## config.mk

```make
export PLATFORM = sky130hd
export DESIGN_NAME = branch_flush_controller
export DESIGN_NICKNAME = d
export VERILOG_FILES = /design/src/rtl/branch_flush_controller_pkg.sv /design/src/rtl/branch_flush_controller_sat_counter.sv /design/src/rtl/branch_flush_controller.sv
export SDC_FILE = /design/constraint.sdc
export NUM_CORES = 1
export LEC_CHECK = 0
export CORE_MARGIN = 5
export CORE_UTILIZATION = 30
export CTS_CLUSTER_DIAMETER = 200
export DETAILED_ROUTE_END_ITERATION = 12
export PLACE_DENSITY = 0.51
export SLEW_MARGIN = 20
export SYNTH_ARGS = -nofsm -noshare
export SYNTH_HDL_FRONTEND = slang
export SYNTH_HIERARCHICAL = 1
export SYNTH_SLANG_ARGS = --single-unit
```

## constraint.sdc

```tcl
create_clock -name Clk -period 2.35 [get_ports Clk]
set_input_delay 0.5875 -clock Clk [delete_from_list [all_inputs] [get_ports Clk]]
set_output_delay 0.5875 -clock Clk [all_outputs]
set_load 0.01 [all_outputs]
```

## src/rtl/branch_flush_controller_pkg.sv

```systemverilog
// Shared definitions for the branch/flush sequencer.
// Holds the 2-bit controller state encodings and a helper that converts a
// flush depth into the value the flush counter loads when a redirect issues.
package branch_flush_controller_pkg;

    localparam logic [1:0] BFC_RUN    = 2'd0;
    localparam logic [1:0] BFC_FLUSH  = 2'd1;
    localparam logic [1:0] BFC_PEND   = 2'd2;
    localparam logic [1:0] BFC_HALTED = 2'd3;

    // The redirect cycle itself squashes one slot, so the FLUSH state only
    // covers the remaining depth-1 slots.
    function automatic logic [2:0] flush_load(input int unsigned depth);
        return 3'(depth - 1);
    endfunction

endpackage

```

## src/rtl/branch_flush_controller_sat_counter.sv

```systemverilog
// Saturating up-counter, reusable for performance counters.
// Ports:
//   Clk      in   core clock
//   Reset_N  in   synchronous active-low reset, clears count
//   inc      in   increment request for this cycle
//   count    out  current count; sticks at all-ones instead of wrapping
module sat_counter #(
    parameter int unsigned W = 16
) (
    input  logic         Clk,
    input  logic         Reset_N,
    input  logic         inc,
    output logic [W-1:0] count
);

    always_ff @(posedge Clk) begin
        if (!Reset_N) begin
            count <= '0;
        end else if (inc && (count != '1)) begin
            count <= count + W'(1);
        end
    end

endmodule

```

## src/rtl/branch_flush_controller.sv

```systemverilog
// PC redirection and pipeline flush/stall sequencer for a 5-stage RV32I core.
// Ports:
//   Clk, Reset_N     clock, synchronous active-low reset
//   Branch_And, Jump EX-stage taken branch / JAL(R); Target_PC is their target
//   Load_Use_Haz     ID-stage load-use hazard (stalls PC and IF/ID)
//   Fetch_Ready      instruction memory can accept a new PC this cycle
//   Halt             ECALL/EBREAK/FENCE in EX, stops fetch until reset
//   PC_Src, PC_Write, Redirect_PC   PC mux select, PC enable, redirect target
//   IF_ID_Write, IF_ID_Flush, ID_EX_Flush  pipeline register controls
//   Halted           core halted
//   Redirect_Count   saturating count of redirects issued
// FLUSH_DEPTH is legal in 1..4.
import branch_flush_controller_pkg::*;

module branch_flush_controller #(
    parameter int unsigned PC_W        = 32,
    parameter int unsigned FLUSH_DEPTH = 2,
    parameter int unsigned CNT_W       = 16
) (
    input  logic             Clk,
    input  logic             Reset_N,
    input  logic             Branch_And,
    input  logic             Jump,
    input  logic [PC_W-1:0]  Target_PC,
    input  logic             Load_Use_Haz,
    input  logic             Fetch_Ready,
    input  logic             Halt,
    output logic             PC_Src,
    output logic             PC_Write,
    output logic [PC_W-1:0]  Redirect_PC,
    output logic             IF_ID_Write,
    output logic             IF_ID_Flush,
    output logic             ID_EX_Flush,
    output logic             Halted,
    output logic [CNT_W-1:0] Redirect_Count
);

    logic [1:0]      state;
    logic [1:0]      state_nx;
    logic [2:0]      flush_cnt;
    logic [2:0]      flush_cnt_nx;
    logic [PC_W-1:0] held_pc;
    logic            latch_target;
    logic            issue;
    logic            redir;

    assign redir = Branch_And | Jump;

    always_ff @(posedge Clk) begin
        if (!Reset_N) begin
            state     <= BFC_RUN;
            flush_cnt <= '0;
            held_pc   <= '0;
        end else begin
            state     <= state_nx;
            flush_cnt <= flush_cnt_nx;
            if (latch_target) begin
                held_pc <= Target_PC;
            end
        end
    end

    always_comb begin
        PC_Src       = 1'b0;
        PC_Write     = 1'b1;
        // Selected on state only, keeping Fetch_Ready off this path.
        Redirect_PC  = (state == BFC_PEND) ? held_pc : Target_PC;
        IF_ID_Write  = 1'b1;
        IF_ID_Flush  = 1'b0;
        ID_EX_Flush  = 1'b0;
        Halted       = 1'b0;
        issue        = 1'b0;
        latch_target = 1'b0;
        state_nx     = state;
        flush_cnt_nx = flush_cnt;

        // While reset is held the outputs present the RUN/no-request values
        // regardless of the current state or any request on the inputs.
        if (Reset_N) begin
            case (state)
                BFC_RUN: begin
                    if (Halt) begin
                        PC_Write    = 1'b0;
                        IF_ID_Flush = 1'b1;
                        ID_EX_Flush = 1'b1;
                        state_nx    = BFC_HALTED;
                    end else if (redir) begin
                        IF_ID_Flush = 1'b1;
                        ID_EX_Flush = 1'b1;
                        if (Fetch_Ready) begin
                            PC_Src = 1'b1;
                            issue  = 1'b1;
                        end else begin
                            PC_Write     = 1'b0;
                            latch_target = 1'b1;
                            state_nx     = BFC_PEND;
                        end
                    end else if (Load_Use_Haz) begin
                        PC_Write    = 1'b0;
                        IF_ID_Write = 1'b0;
                        ID_EX_Flush = 1'b1;
                    end else begin
                        PC_Write = Fetch_Ready;
                    end
                end
                BFC_FLUSH: begin
                    ID_EX_Flush = 1'b1;
                    if (Halt) begin
                        PC_Write    = 1'b0;
                        IF_ID_Flush = 1'b1;
                        state_nx    = BFC_HALTED;
                    end else begin
                        PC_Write = Fetch_Ready;
                        if (flush_cnt <= 3'd1) begin
                            flush_cnt_nx = '0;
                            state_nx     = BFC_RUN;
                        end else begin
                            flush_cnt_nx = flush_cnt - 3'd1;
                        end
                    end
                end
                BFC_PEND: begin
                    IF_ID_Flush = 1'b1;
                    ID_EX_Flush = 1'b1;
                    if (Halt) begin
                        PC_Write = 1'b0;
                        state_nx = BFC_HALTED;
                    end else if (Fetch_Ready) begin
                        PC_Src = 1'b1;
                        issue  = 1'b1;
                    end else begin
                        PC_Write = 1'b0;
                    end
                end
                default: begin
                    PC_Write    = 1'b0;
                    IF_ID_Write = 1'b0;
                    ID_EX_Flush = 1'b1;
                    Halted      = 1'b1;
                end
            endcase

            if (issue) begin
                if (FLUSH_DEPTH <= 1) begin
                    state_nx     = BFC_RUN;
                    flush_cnt_nx = '0;
                end else begin
                    state_nx     = BFC_FLUSH;
                    flush_cnt_nx = flush_load(FLUSH_DEPTH);
                end
            end
        end
    end

    sat_counter #(
        .W(CNT_W)
    ) u_redirect_cnt (
        .Clk    (Clk),
        .Reset_N(Reset_N),
        .inc    (issue),
        .count  (Redirect_Count)
    );

endmodule

```

==> results of run 1 <==
## metal layers
metal | part of all wire [%] | vias up
met5 | 0 | -
met4 | 0.76 | 0
met3 | 9.4 | 9
met2 | 43 | 94
met1 | 47 | 1391
li1 | - | 1587
## logic make-up (layout without fill, tap and decap cells)
| kind of cell | Yosys count | after routing | share of synthesized area (%) |
|---|---|---|---|
| flip-flops | 53 | 53 | 33.4 |
| XOR/XNOR | 2 | 2 | 0.552 |
| multiplexers | 3 | 3 | 0.946 |
| AND/OR/NAND/NOR | 135 | 135 | 27.2 |
| adder cells (fa/ha/maj) | 9 | 9 | 3.55 |
| AO/OA/AOI/OAI | 111 | 111 | 23.8 |
| buffers and inverters | 67 | 204 | 10.5 |
## through the flow
| stage | setup slack, ns | setup TNS, ns |
|---|---|---|
| floorplan | 0.130 | 0 |
| global placement | -0.408 | -7.41 |
| detailed placement | -0.403 | -7.33 |
| CTS | -0.103 | -0.111 |
| global route | -0.0107 | -0.0175 |
| finish | 0.0865 | 0 |
## worst min-delay path: stages, from the launching register on
cell     delay (ns)
dfxtp_1        0.33
nand3_2        0.06
o21ai_2        0.04
## synth_stat cells, drive strengths merged, types with 3 or more instances
cell type	number	share of area, %
a21oi	14	2.2
and4	4	1.1
buf	17	4.6
clkbuf	6	0.71
dfxtp	53	33
ha	9	3.5
inv	44	5.2
mux2i	3	0.95
nand2	46	5.4
nand2b	5	1.2
nand3	39	11
nand3b	3	1.1
nand4	4	1.3
nor2	10	1.2
nor3	4	0.63
nor4	4	0.99
o211a	4	1.3
o21ai	72	15
o31ai	7	1.7
or3	4	0.95
or4	5	1.2
## final timing paths
path                                         startpoint                              endpoint  slack [ns]  cells after the start
worst max register to register    state[0]$_SDFFE_PN0P_  u_redirect_cnt/count[6]$_SDFFE_PN0P_        0.24                     10
worst min register to register  held_pc[9]$_SDFFE_PN0P_               held_pc[9]$_SDFFE_PN0P_        0.46                      2
worst max-delay path                       Target_PC[0]                        Redirect_PC[0]        0.09                      5
worst min-delay path            held_pc[9]$_SDFFE_PN0P_               held_pc[9]$_SDFFE_PN0P_        0.46                      2
## registers in the layout (all words and copies together), names as in the netlist
register and count:
state 2, u_redirect_cnt/count 16, held_pc 32, flush_cnt 3
## final cells by class
type	count	area, sq um	share of cell area (%)
Sequential cell	53	1060	22.9
Inverter	44	165	3.56
Multi-Input combinational cell	260	1850	39.7
Tap cell	136	170	3.66
Clock inverter	2	10.0	0.216
Clock buffer	6	72.6	1.56
Timing Repair Buffer	152	1320	28.4
## power by group through the flow
stage | clock [mW] | combinational, mW | sequential [mW]
2_1_floorplan | 0 | 0.603 | 1.02
3_3_place_gp | 0 | 1.27 | 1.02
3_5_place_dp | 0 | 1.27 | 1.03
4_1_cts | 0.541 | 1.18 | 1.01
5_1_grt | 0.570 | 1.35 | 1.02
6_report | 0.506 | 1.22 | 1.01
## layout by cell type, fill, tap and decap left out, drive strengths merged, types with 5 or more instances in the layout
| cell type | instances |
|---|---|
| buf | 63 |
| nand3 | 39 |
| nand2 | 46 |
| o21ai | 72 |
| nor2 | 10 |
| ha | 9 |
| o31ai | 7 |
| a21oi | 14 |
| dlygate4sd2 | 15 |
| clkdlybuf4s50 | 52 |
| or4 | 5 |
| nand2b | 5 |
| inv | 44 |
| clkbuf | 22 |
| dfxtp | 53 |
## timing repair
item | CTS | global route
cloned | 0 | 1
resized for setup | 51 | 61
pin swaps | 1 | 2
setup endpoints to repair | 41 | 34
==> qor.yml, run 1 <==
run_status:
  status: "complete, no violations"
timing:
  hold_violations: 0
  max_slew.worst_pin.slew_ns: 0.472
  rsz0062_at_grt: "yes"
  finalCritPeriodShare_pct: 96.3
  period_needed_ns: 2.26
  setup_violations: 0
  relSlewSlack_pct: 68.1
  finalClockSkew_ns: 0.00739
  fmax_mhz: 442
  timing.hold.ws_ns: 0.462
  report.final.slew_viol_count: 0
yosys:
  ys_ff_latch: 53
  yosys.cell_types.count: 48
  ys.flop_type: "dfxtp_1"
  synthArstFlopShare_pct: 0
  synth_cells: 380
  synth-edff-count: 0
  synth.avg_cell_area_sq_um: 8.35
  syn-num-nets: 428
  yosysSeqAreaShare_pct: 33.4
  syn_area_sq_um: 3170
  ys_warn_count: 6
placement:
  dp.cells: 644
  gp_congestion: 0.831
  placed_cell_area_sq_um: 4580
  port_buffers: 92
  dpl.hpwl_mm: 6.05
global_route:
  grt_first_pass_wirelength_mm: 13.6
  use_met1_pct: 17.1
  grt_max_degree: 49
  antenna_found_initial: 0
  grt.total_usage_pct: 12.6
  use_met2_pct: 18.9
  grt.busiest_layer: "met2"
  grt_pass1_vias: 2935
  overflow: 0
  met3_usage_pct: 5.13
clock_tree:
  tritoncts: "done"
  cts_root_buf: "clkbuf_8"
  cts_buffer_depth: 2
  htree_num_levels: 2
  clk_pin_slew_ns: 0.10
  clock_latency_ns: 0.30
  holdBufCountCts: 0
  cts.sinks: 53
  post_cts_buffers: 0
  numCtsBuffers: 5
critical_path:
  path_max_fanout: 2
  cpLargestDelayFamily: "buffers and inverters"
  criticalPathCategory: "in -> out"
  slowest_stage: "clkdlybuf4s50_1"
  critPathCaptureType: "output pin"
  worstPathRequired_ns: 1.76
  slowest_delay_ns: 0.47
  startpoint_type: "primary input"
  cp_cell_sequence: "clkdlybuf4s50_1, inv_1, o21ai_0, buf_4, dlygate4sd2_1"
  crit_arrival_ns: 1.68
  path_buf_inv: 4
routing:
  remaining_drc_errors: 0
  vias: 3081
  drtIter0Drc: 121
  viasPerCell: 4.72
  drtPass1Iterations: 5
  drt_wl_total_mm: 8.25
  drtAntennaViolNets: 0
  wl_per_cell_um: 12.6
floorplanning:
  start_util_pct: 30.7
  rows: 37
  die-area_sq_um: 12700
  io_pins: 93
  die_y_um: 113
  die_w_um: 113
  coreArea_sq_um: 10300
min_path:
  hp-class: "reg -> reg"
power:
  switchingPower_uw: 976
  seqPwrFrac_pct: 37.0
  p_int_mw: 1.76
  finalPower_mw: 2.73
  p_comb_share_pct: 44.5
  sw_frac_of_total_pct: 35.7
  leakagePower_nw: 1.90
  ir_worst_vdd_uv: 272
  clock_power_share_pct: 18.5
  p_per_area_nw_per_um2: 588
layout:
  antennaDiodeCount: 0
  syn_to_final_growth_pct: 46.3
  postLayoutCellArea_sq_um: 4640
  drive_gt1_share_pct: 32.7
  instances_no_fill: 653
  final_core_util_pct: 45.0
  fill_cells: 1037
  fin_nets: 564
job:
  maxCapViolCount: 0
Power figures use the tool's default switching activity.
==> inputs of run 2 (changes only) <==
--- a/config.mk
+++ b/config.mk
@@ -5,6 +5,7 @@
 export SDC_FILE = /design/constraint.sdc
 export NUM_CORES = 1
 export LEC_CHECK = 0
+export ABC_AREA = 1
 export CORE_MARGIN = 5
 export CORE_UTILIZATION = 30
 export CTS_CLUSTER_DIAMETER = 200
==> qor.yml, run 2 <==
layout:
  instances_no_fill: 727
  postLayoutCellArea_sq_um: 4780
  largest-register: "held_pc"
  fin_nets: 635
  largest_reg_flops: 32
  reg.largest.list: "held_pc: 32 flops, u_redirect_cnt/count: 16 flops, flush_cnt: 3 flops"
  final_core_util_pct: 44.3
  final_cell_mix: "nand2_1 (99), inv_1 (62), dfxtp_1 (52)"
  syn_to_final_growth_pct: 45.8
  drive_gt1_share_pct: 26.6
  antennaDiodeCount: 0
  final_common_cell: "nand2_1"
timing:
  fmax_mhz: 448
  relSlewSlack_pct: 57.2
  max_slew.worst_pin.slew_ns: 0.641
  rsz0062_at_grt: "no"
  hold_violations: 0
  fin_ws_ns: 0.120
  finalClockSkew_ns: 0.00673
  period_needed_ns: 2.23
  timing.hold.ws_ns: 0.473
  report.final.slew_viol_count: 0
  final.setup.tns_ns: 0
  setup_violations: 0
  finalCritPeriodShare_pct: 94.9
routing:
  drt_wl_total_mm: 8.24
  viasPerCell: 4.38
  drtIter0Drc: 138
  remaining_drc_errors: 0
  drtAntennaViolNets: 0
  wl_per_cell_um: 11.3
  vias: 3183
  drtPass1Iterations: 4
critical_path:
  crit_arrival_ns: 1.64
  reg2reg_depth: 14
  reg2reg_from: "state[0]$_SDFFE_PN0P_"
  criticalPathCategory: "in -> out"
  path_max_fanout: 4
  worstPathRequired_ns: 1.76
  crit_end: "PC_Write"
  critPathCaptureType: "output pin"
  crit-reg2reg-capture: "u_redirect_cnt/count[15]$_SDFFE_PN0P_"
  r2r_slack_ns: 0.43
  crit_start: "Fetch_Ready"
  startpoint_type: "primary input"
clock_tree:
  clk_pin_slew_ns: 0.09
  htree_num_levels: 2
  cts_root_buf: "clkbuf_8"
  numCtsBuffers: 5
  clock_latency_ns: 0.31
  holdBufCountCts: 0
  tritoncts: "done"
  cts.sinks: 53
  cts_buffer_depth: 2
yosys:
  yosys.area.top_type: "dfxtp_1"
  synth-edff-count: 0
  yosysMostFrequentCell: "nand2_1"
  synthArstFlopShare_pct: 0
  synth_area_leaders: "dfxtp_1 (32%), nand2_1 (11%), nand3_2 (8.5%)"
  yosys.cell_types.count: 29
  synth_top_area_share_pct: 32.4
  synth_cells: 454
  syn_area_sq_um: 3280
  ys.flop_type: "dfxtp_1"
  ys_warn_count: 6
  syn-num-nets: 502
  yosysSeqAreaShare_pct: 32.4
  synth.avg_cell_area_sq_um: 7.22
  ys_ff_latch: 53
  synth_common_cells: "nand2_1 (100), inv_1 (63), dfxtp_1 (53)"
floorplanning:
  start_util_pct: 30.4
  io_pins: 93
  die_y_um: 115
  die-area_sq_um: 13100
  coreArea_sq_um: 10800
  rows: 38
  die_w_um: 115
min_path:
  hp-class: "reg -> reg"
  hold_path_startpoint: "held_pc[7]$_SDFFE_PN0P_"
power:
  ir_worst_vdd_uv: 246
  leakagePower_nw: 2.11
  p_per_area_nw_per_um2: 626
  finalPower_mw: 2.99
global_route:
  antenna_found_initial: 0
  grt_max_degree: 46
  grt_pass1_vias: 3100
  grt.total_usage_pct: 12.7
  grt_first_pass_wirelength_mm: 14.1
  overflow: 0
placement:
  port_buffers: 92
  placed_cell_area_sq_um: 4650
  pre_cts_ws_ns: -0.420
  dp.cells: 719
  dpl.hpwl_mm: 6.16
  gp_congestion: 0.859
job:
  maxCapViolCount: 0
run_status:
  status: "complete, no violations"
-- run 2: cells by family after synthesis --
group / after synthesis / synth area share, %
and+or+nand+nor: 225 / 35.8
AOI/OAI and AO/OA: 84 / 16.9
buffers and inverters: 83 / 11.5
DFF: 53 / 32.4
adders and majority gates: 9 / 3.44
-- run 2: how the worst min path moves through the flow --
stage / end / slack (ns) / cells past startpoint
global route: held_pc[2]$_SDFFE_PN0P_ / 0.49 / 2
CTS: held_pc[7]$_SDFFE_PN0P_ / 0.48 / 2
finish: held_pc[7]$_SDFFE_PN0P_ / 0.47 / 2
detailed placement: held_pc[7]$_SDFFE_PN0P_ / 0.46 / 2
global placement: held_pc[7]$_SDFFE_PN0P_ / 0.46 / 2
floorplan: held_pc[21]$_SDFFE_PN0P_ / 0.45 / 2
-- run 2: area by class of cell --
cell class	instances	area [sq um]
sequential	53	1060
clock inverter	2	35.0
multi-input combinational	318	1880
timing repair buffer	146	1320
fill	1114	6010
inverter	63	236
clock buffer	5	68.8
tap	140	175
-- run 2: timing repair --
action,in CTS,in global routing
resized for setup,53,13
gates cloned,0,1
setup buffers,0,0
pin swaps,1,1
endpoints found under the setup margin,37,23
-- run 2: power breakdown --
part / internal (mW) / switching, mW
logic: 0.635 / 0.719
clock network: 0.310 / 0.307
registers: 0.967 / 0.0514
total: 1.91 / 1.08
-- run 2: metal layers --
| layer | GRT usage, % | up-vias | part of all wire (%) |
|---|---|---|---|
| met5 | 0 | - | 0 |
| met4 | 1.90 | 0 | 0.64 |
| met3 | 5.23 | 7 | 7.7 |
| met2 | 19.5 | 69 | 43 |
| met1 | 17.2 | 1406 | 49 |
| li1 | - | 1701 | - |
-- run 2: worst max-delay path, stage by stage --
cell and delay (ns):
clkdlybuf4s50_1 0.49, inv_1 0.07, nor2_4 0.11, nand2_1 0.07
a22oi_1 0.15, buf_2 0.15
==> inputs of run 3 (changes only) <==
--- a/config.mk
+++ b/config.mk
@@ -5,7 +5,6 @@
 export SDC_FILE = /design/constraint.sdc
 export NUM_CORES = 1
 export LEC_CHECK = 0
-export ABC_AREA = 1
 export CORE_MARGIN = 5
 export CORE_UTILIZATION = 30
 export CTS_CLUSTER_DIAMETER = 200
==> results of run 3 <==
The final DEF is identical to that of run 1; final timing and power are the same.
